[config.mk]
export PLATFORM = sky130hd
export DESIGN_NAME = jogo_senha_controle_flat
export DESIGN_NICKNAME = d
export VERILOG_FILES = /design/src/rtl/jogo_senha_controle_if.sv /design/src/rtl/jogo_senha_controle.sv /design/src/flat_wrapper.sv
export SDC_FILE = /design/constraint.sdc
export NUM_CORES = 1
export LEC_CHECK = 0
export BUFFER_PORTS_ARGS = -buffer_cell sky130_fd_sc_hd__buf_2
export CAP_MARGIN = 20
export CORE_MARGIN = 8
export CORE_UTILIZATION = 40
export DETAILED_ROUTE_END_ITERATION = 8
export GPL_TIMING_DRIVEN = 1
export HOLD_SLACK_MARGIN = 0.15
export SLEW_MARGIN = 5
export SYNTH_ARGS = -nofsm -noshare
export SYNTH_HDL_FRONTEND = slang
export SYNTH_SLANG_ARGS = --single-unit
[constraint.sdc]
create_clock -name clock -period 7.25 [get_ports clock]
set_input_delay 0.725 -clock clock [delete_from_list [all_inputs] [get_ports clock]]
set_output_delay 0.725 -clock clock [all_outputs]
set_load 0.005 [all_outputs]
[src/rtl/jogo_senha_controle_if.sv]
// Player-facing bus of the code-guessing controller: switch/strobe inputs and
// display-side outputs.
interface jogo_senha_controle_if;
   logic [3:0] entrada;
   logic       confirma;
   logic       reiniciar;
   logic [3:0] digito;
   logic [3:0] estado;
   logic [2:0] acertos;
   logic [1:0] tentativas_restantes;

   modport master (
      output entrada, confirma, reiniciar,
      input  digito, estado, acertos, tentativas_restantes
   );

   modport slave (
      input  entrada, confirma, reiniciar,
      output digito, estado, acertos, tentativas_restantes
   );
endinterface

[src/rtl/jogo_senha_controle.sv]
// Two-player code-guessing controller: captures a 4-digit secret, scores 4-digit
// guesses by positional matches and sequences the result codes for the display.
module jogo_senha_controle #(
   parameter int unsigned MAX_TENTATIVAS = 3,
   parameter int unsigned TEMPO_EXIBICAO = 25_000_000
) (
   input logic                  clock,
   input logic                  reset_n,
   jogo_senha_controle_if.slave bus
);

   localparam int unsigned TIMER_W   = $clog2(TEMPO_EXIBICAO);
   localparam logic [TIMER_W-1:0] TIMER_LOAD = TIMER_W'(TEMPO_EXIBICAO - 1);
   localparam logic [1:0]  TENT_INI  = 2'(MAX_TENTATIVAS);
   localparam logic [3:0]  DIG_APAGADO = 4'hF;

   typedef enum logic [3:0] {
      CADASTRO        = 4'b0001,
      PALPITE         = 4'b0010,
      COMPARA         = 4'b0011,
      SUCESSO_TOTAL   = 4'b0110,
      SUCESSO_PARCIAL = 4'b1101,
      FALHA           = 4'b1110
   } estado_t;

   estado_t            state_q, state_d;
   logic [1:0]         indice_q, indice_d;
   logic [3:0][3:0]    secret_q, secret_d;
   logic [3:0][3:0]    guess_q, guess_d;
   logic [3:0]         digito_q, digito_d;
   logic [2:0]         acertos_q, acertos_d;
   logic [1:0]         tent_q, tent_d;
   logic [TIMER_W-1:0] timer_q, timer_d;

   logic       digito_valido;
   logic [2:0] acertos_c;
   logic [1:0] tent_dec;

   // Next-state and datapath update; restart overrides every other event.
   always_comb begin
      state_d   = state_q;
      indice_d  = indice_q;
      secret_d  = secret_q;
      guess_d   = guess_q;
      digito_d  = digito_q;
      acertos_d = acertos_q;
      tent_d    = tent_q;
      timer_d   = timer_q;

      digito_valido = bus.confirma && (bus.entrada <= 4'd9);
      tent_dec      = tent_q - 2'd1;
      acertos_c     = 3'd0;
      for (int i = 0; i < 4; i++) begin
         if (guess_q[i] == secret_q[i]) acertos_c = acertos_c + 3'd1;
      end

      if (bus.reiniciar) begin
         state_d   = CADASTRO;
         indice_d  = 2'd0;
         secret_d  = '0;
         guess_d   = '0;
         digito_d  = DIG_APAGADO;
         acertos_d = 3'd0;
         tent_d    = TENT_INI;
         timer_d   = '0;
      end else begin
         unique case (state_q)
            CADASTRO: begin
               if (digito_valido) begin
                  secret_d[indice_q] = bus.entrada;
                  digito_d           = bus.entrada;
                  indice_d           = indice_q + 2'd1;
                  if (indice_q == 2'd3) begin
                     digito_d = DIG_APAGADO;
                     state_d  = PALPITE;
                  end
               end
            end
            PALPITE: begin
               if (digito_valido) begin
                  guess_d[indice_q] = bus.entrada;
                  digito_d          = bus.entrada;
                  indice_d          = indice_q + 2'd1;
                  if (indice_q == 2'd3) state_d = COMPARA;
               end
            end
            COMPARA: begin
               acertos_d = acertos_c;
               tent_d    = tent_dec;
               if (acertos_c == 3'd4) begin
                  state_d = SUCESSO_TOTAL;
               end else if (tent_dec == 2'd0) begin
                  state_d = FALHA;
               end else begin
                  state_d = (acertos_c != 3'd0) ? SUCESSO_PARCIAL : FALHA;
                  timer_d = TIMER_LOAD;
               end
            end
            SUCESSO_PARCIAL, FALHA: begin
               // FALHA with no attempts left is terminal and simply holds.
               if (!(state_q == FALHA && tent_q == 2'd0)) begin
                  if (timer_q == '0) begin
                     state_d  = PALPITE;
                     indice_d = 2'd0;
                     digito_d = DIG_APAGADO;
                  end else begin
                     timer_d = timer_q - TIMER_W'(1);
                  end
               end
            end
            SUCESSO_TOTAL: begin
               state_d = SUCESSO_TOTAL;
            end
            default: begin
               state_d = CADASTRO;
            end
         endcase
      end
   end

   // State and datapath registers.
   always_ff @(posedge clock or negedge reset_n) begin
      if (!reset_n) begin
         state_q   <= CADASTRO;
         indice_q  <= 2'd0;
         secret_q  <= '0;
         guess_q   <= '0;
         digito_q  <= DIG_APAGADO;
         acertos_q <= 3'd0;
         tent_q    <= TENT_INI;
         timer_q   <= '0;
      end else begin
         state_q   <= state_d;
         indice_q  <= indice_d;
         secret_q  <= secret_d;
         guess_q   <= guess_d;
         digito_q  <= digito_d;
         acertos_q <= acertos_d;
         tent_q    <= tent_d;
         timer_q   <= timer_d;
      end
   end

   assign bus.digito               = digito_q;
   assign bus.estado               = state_q;
   assign bus.acertos              = acertos_q;
   assign bus.tentativas_restantes = tent_q;

endmodule

[src/flat_wrapper.sv]
// flat-port wrapper written by rule: the top's interface ports become plain ports
module jogo_senha_controle_flat 
#(
   parameter int unsigned MAX_TENTATIVAS = 3,
   parameter int unsigned TEMPO_EXIBICAO = 25_000_000
)
  (clock, reset_n, bus_entrada, bus_confirma, bus_reiniciar, bus_digito, bus_estado, bus_acertos, bus_tentativas_restantes);
  jogo_senha_controle_if bus_i ();
  input logic clock;
  input logic reset_n;
  input wire logic [$bits(bus_i.entrada)-1:0] bus_entrada;
  input wire logic [$bits(bus_i.confirma)-1:0] bus_confirma;
  input wire logic [$bits(bus_i.reiniciar)-1:0] bus_reiniciar;
  output wire logic [$bits(bus_i.digito)-1:0] bus_digito;
  output wire logic [$bits(bus_i.estado)-1:0] bus_estado;
  output wire logic [$bits(bus_i.acertos)-1:0] bus_acertos;
  output wire logic [$bits(bus_i.tentativas_restantes)-1:0] bus_tentativas_restantes;
  assign bus_i.entrada = bus_entrada;
  assign bus_i.confirma = bus_confirma;
  assign bus_i.reiniciar = bus_reiniciar;
  assign bus_digito = bus_i.digito;
  assign bus_estado = bus_i.estado;
  assign bus_acertos = bus_i.acertos;
  assign bus_tentativas_restantes = bus_i.tentativas_restantes;
  jogo_senha_controle #(.MAX_TENTATIVAS(MAX_TENTATIVAS), .TEMPO_EXIBICAO(TEMPO_EXIBICAO)) u_core (.clock(clock), .reset_n(reset_n), .bus(bus_i));
endmodule
==> key figures <==
CTS
  • # Post-CTS Setup Buffers: 0
  • # H-tree levels: 3
  • Clock transition at the registers of the reported paths: 80 ps
  • Root buffer cell: clkbuf_8
  • CTS tree: done
  • CTS Sinks: 72
  • CTS Buffer Depth: 2
  • Post-cts sizing count: 0
  • TritonCTS Buffers: 9
  • Worst-Skew Late Latency: 360 ps
  • Cts hold-fix bufs: 0

Flow run
  • # Max-Cap Violations: 0

Die
  • Row cnt: 37
  • Core Area: 10,300 um^2
  • Initial Utilization: 40.9%
  • Die width: 119 um
  • Top Ports: 21
  • Die Y: 119 um
  • Die area: 14,100 um^2

Status
  • Status: completed

Finish
  • Final nets: 508
  • Fillers: 1,034
  • Fraction of layout cells with a size suffix above 1: 11.5%
  • Inserted Diodes: 0
  • Final core utilization: 44.7%
  • Most frequent cells in the layout: dfrtp_1 (65), nand2_1 (61), a21oi_1 (52)
  • Final std cells w/o fill: 631
  • Commonest non-fill, non-tap cell in the layout: dfrtp_1
  • Area delta synth->final: 9.22%

STA
  • Setup violators final: 0
  • F_max: 299 MHz
  • Slew @ Worst Pin: 932 ps
  • Final period util: 46.1%
  • Max Clock Skew: 11.4 ps
  • RSZ-0062 raised after global routing: no
  • Hold Violations, Final: 0
  • Fin. max-slew vios: 0
  • Total negative slack: 0 ps
  • Slew Limit Headroom: 37.9%
  • Tmin final: 3350 ps
  • Final setup margin: 3900 ps

Worst setup path
  • Startpoint Class: register
  • CP max FO: 18
  • Worst r2r src: u_core.secret_q[3]
  • Worst Setup SP: u_core.secret_q[3]
  • CP arrival: 3550 ps
  • Setup crit end kind: register
  • Required time of the critical path: 7460 ps
  • Crit Path Category: register to register

Global route
  • Grt total ovfl: 0
  • Pin count of the biggest net entering global routing: 73
  • Vias in the first global route: 3,565
  • First-pass GRT wire length: 18,200 um
  • Initial antenna violation count: 0
  • GRT Total Usage: 15.6%

Power
  • Share of total power in sequential cells: 41.5%
  • Sw Share: 33.4%
  • Pwr per Cell Area: 230 nW/um^2
  • Cell internal pwr: 0.000704 W
  • Combinational Power Share: 25.1%
  • P_leak: 1.95 nW
  • Power share of the clock group: 33.5%
  • Net Switching: 0.000353 W
  • Peak VDD IR: 0.000105 V

Routing
  • Top routing layer used: met4
  • Wirelength, routed: 10,500 um
  • # DRC: 0
  • WL per Instance: 16.6 um
  • Final antenna-violating net count: 0
  • Met2 routed WL: 4860 um
  • Pre-Repair DR Iteration Count: 4
  • Initial DRC Count: 241
  • Drt via density: 5.75
  • Met3 wire length: 623 um
  • DR vias: 3,628
  • Met1 wire length: 4910 um

Hold path
  • Min-delay src: u_core.bus.digito[0]
  • Hold WC Path Type: register to register

Logic synthesis
  • Yosys Warn Count: 0
  • Dominant cell type by area after synthesis: dfrtp_1
  • Syn Nets: 504
  • Cells after Synth: 486
  • Top post-synthesis cells by area: dfrtp_1 (39%), a21oi_1 (6.2%), nand3_1 (5.8%)
  • Post-synthesis sequential area ratio: 43.0%
  • Number of synthesized register bits: 72
  • Number of synthesized flops with an enable pin: 0
  • Main synth FF type: dfrtp_1
  • Synthesized area: 4210 um^2
  • Synth top area share: 38.7%
  • Synth async-reset ratio: 100%
  • Cell variety after synth: 63
  • Synth Area per Inst: 8.66 um^2

Placement
  • Post-DP HPWL: 6860 um
  • Dpl cells: 615
  • Dpl ws: 3890 ps
  • Port bufs: 20
  • RePlAce Congestion: 0.797
==> Yosys cell counts, types with 8 or more instances <==
cell and instances:
a21oi_1 52, clkbuf_1 26, dfrtp_1 65, ha_1 10, inv_1 14, nand2_1 61
nand3_1 49, nor2_1 31, nor3_1 15, o211ai_1 8, o21ai_0 13, o21ai_1 8
or4_1 8, xnor2_1 16
==> area by class of cell <==
| cell class | count | area [um^2] | share of cell area [%] |
|---|---|---|---|
| clock buffers | 11 | 131 | 2.86 |
| repair buffers | 24 | 130 | 2.83 |
| flip-flops and latches | 72 | 1810 | 39.4 |
| multi-input cells | 368 | 2220 | 48.2 |
| inverters | 15 | 56.3 | 1.23 |
| well taps | 136 | 170 | 3.70 |
| clock inverters | 5 | 81.3 | 1.77 |
==> sequential cells by signal, indices dropped and copies added (netlist names) <==
| signal | cells |
|---|---|
| u_core.timer_q | 25 |
| u_core.guess_q | 16 |
| u_core.secret_q | 16 |
| u_core.bus.digito | 4 |
| u_core.bus.estado | 4 |
| u_core.bus.acertos | 3 |
| u_core.bus.tentativas_restantes | 2 |
| u_core.indice_q | 2 |
==> cells by family (layout without fill, tap and decap cells) <==
logic type               Yosys count  count (layout)  synth area share [%]
buffers and inverters             46              55                  4.43
adder cells (fa/ha/maj)           10              10                  2.97
XOR/XNOR                          21              21                  4.37
flip-flops                        72              72                  43.0
AO/OA/AOI/OAI                    127             127                  19.2
multiplexers                       7               7                  1.72
AND/OR/NAND/NOR                  203             203                  24.2
==> path summary, 6_finish.rpt <==
| kind | depth (start not counted) | endpoint | slack, ps |
|---|---|---|---|
| setup / recovery | 8 | u_core.timer_q[2] | 3900 |
| hold / removal | 2 | u_core.bus.digito[0] | 470 |
| setup reg to reg | 8 | u_core.timer_q[2] | 3900 |
| hold reg to reg | 2 | u_core.bus.digito[0] | 470 |
| max in group asynchronous | 2 | u_core.guess_q[13] | 6060 |
| min in group asynchronous | 2 | u_core.timer_q[13] | 600 |
==> per-stage QoR <==
stage | power (W) | hold slack (ps) | cell area, um^2
6_report | 0.00106 | 473 | 4600
4_1_cts | 0.00107 | 475 | 4600
5_1_grt | 0.00112 | 493 | 4600
2_1_floorplan | 0.000639 | 429 | 4210
3_5_place_dp | 0.000711 | 460 | 4380
3_3_place_gp | 0.000704 | 464 | 4380
==> layer usage <==
layer	vias to the layer above	track usage, %
li1	1764	-
met1	1774	20.3
met2	83	24.5
met3	7	4.38
met4	0	5.06
met5	-	0
==> critical path, cell delays in order (launching register included) <==
cell	delay [ps]
dfrtp_1	400
xnor2_1	180
nand4_1	170
ha_1	410
xor2_1	210
ha_1	350
o311ai_0	500
o2111a_1	770
o21ai_0	190
==> power groups by stage <==
stage	registers, W	logic (W)	clock network [W]
after CTS	0.000439	0.000266	0.000362
after global routing	0.000442	0.000298	0.000379
after floorplan	0.000441	0.000197	0
final	0.000439	0.000265	0.000354
after global placement	0.000446	0.000258	0
after detailed placement	0.000446	0.000265	0
No activity file was read; power rests on OpenSTA's default activity.
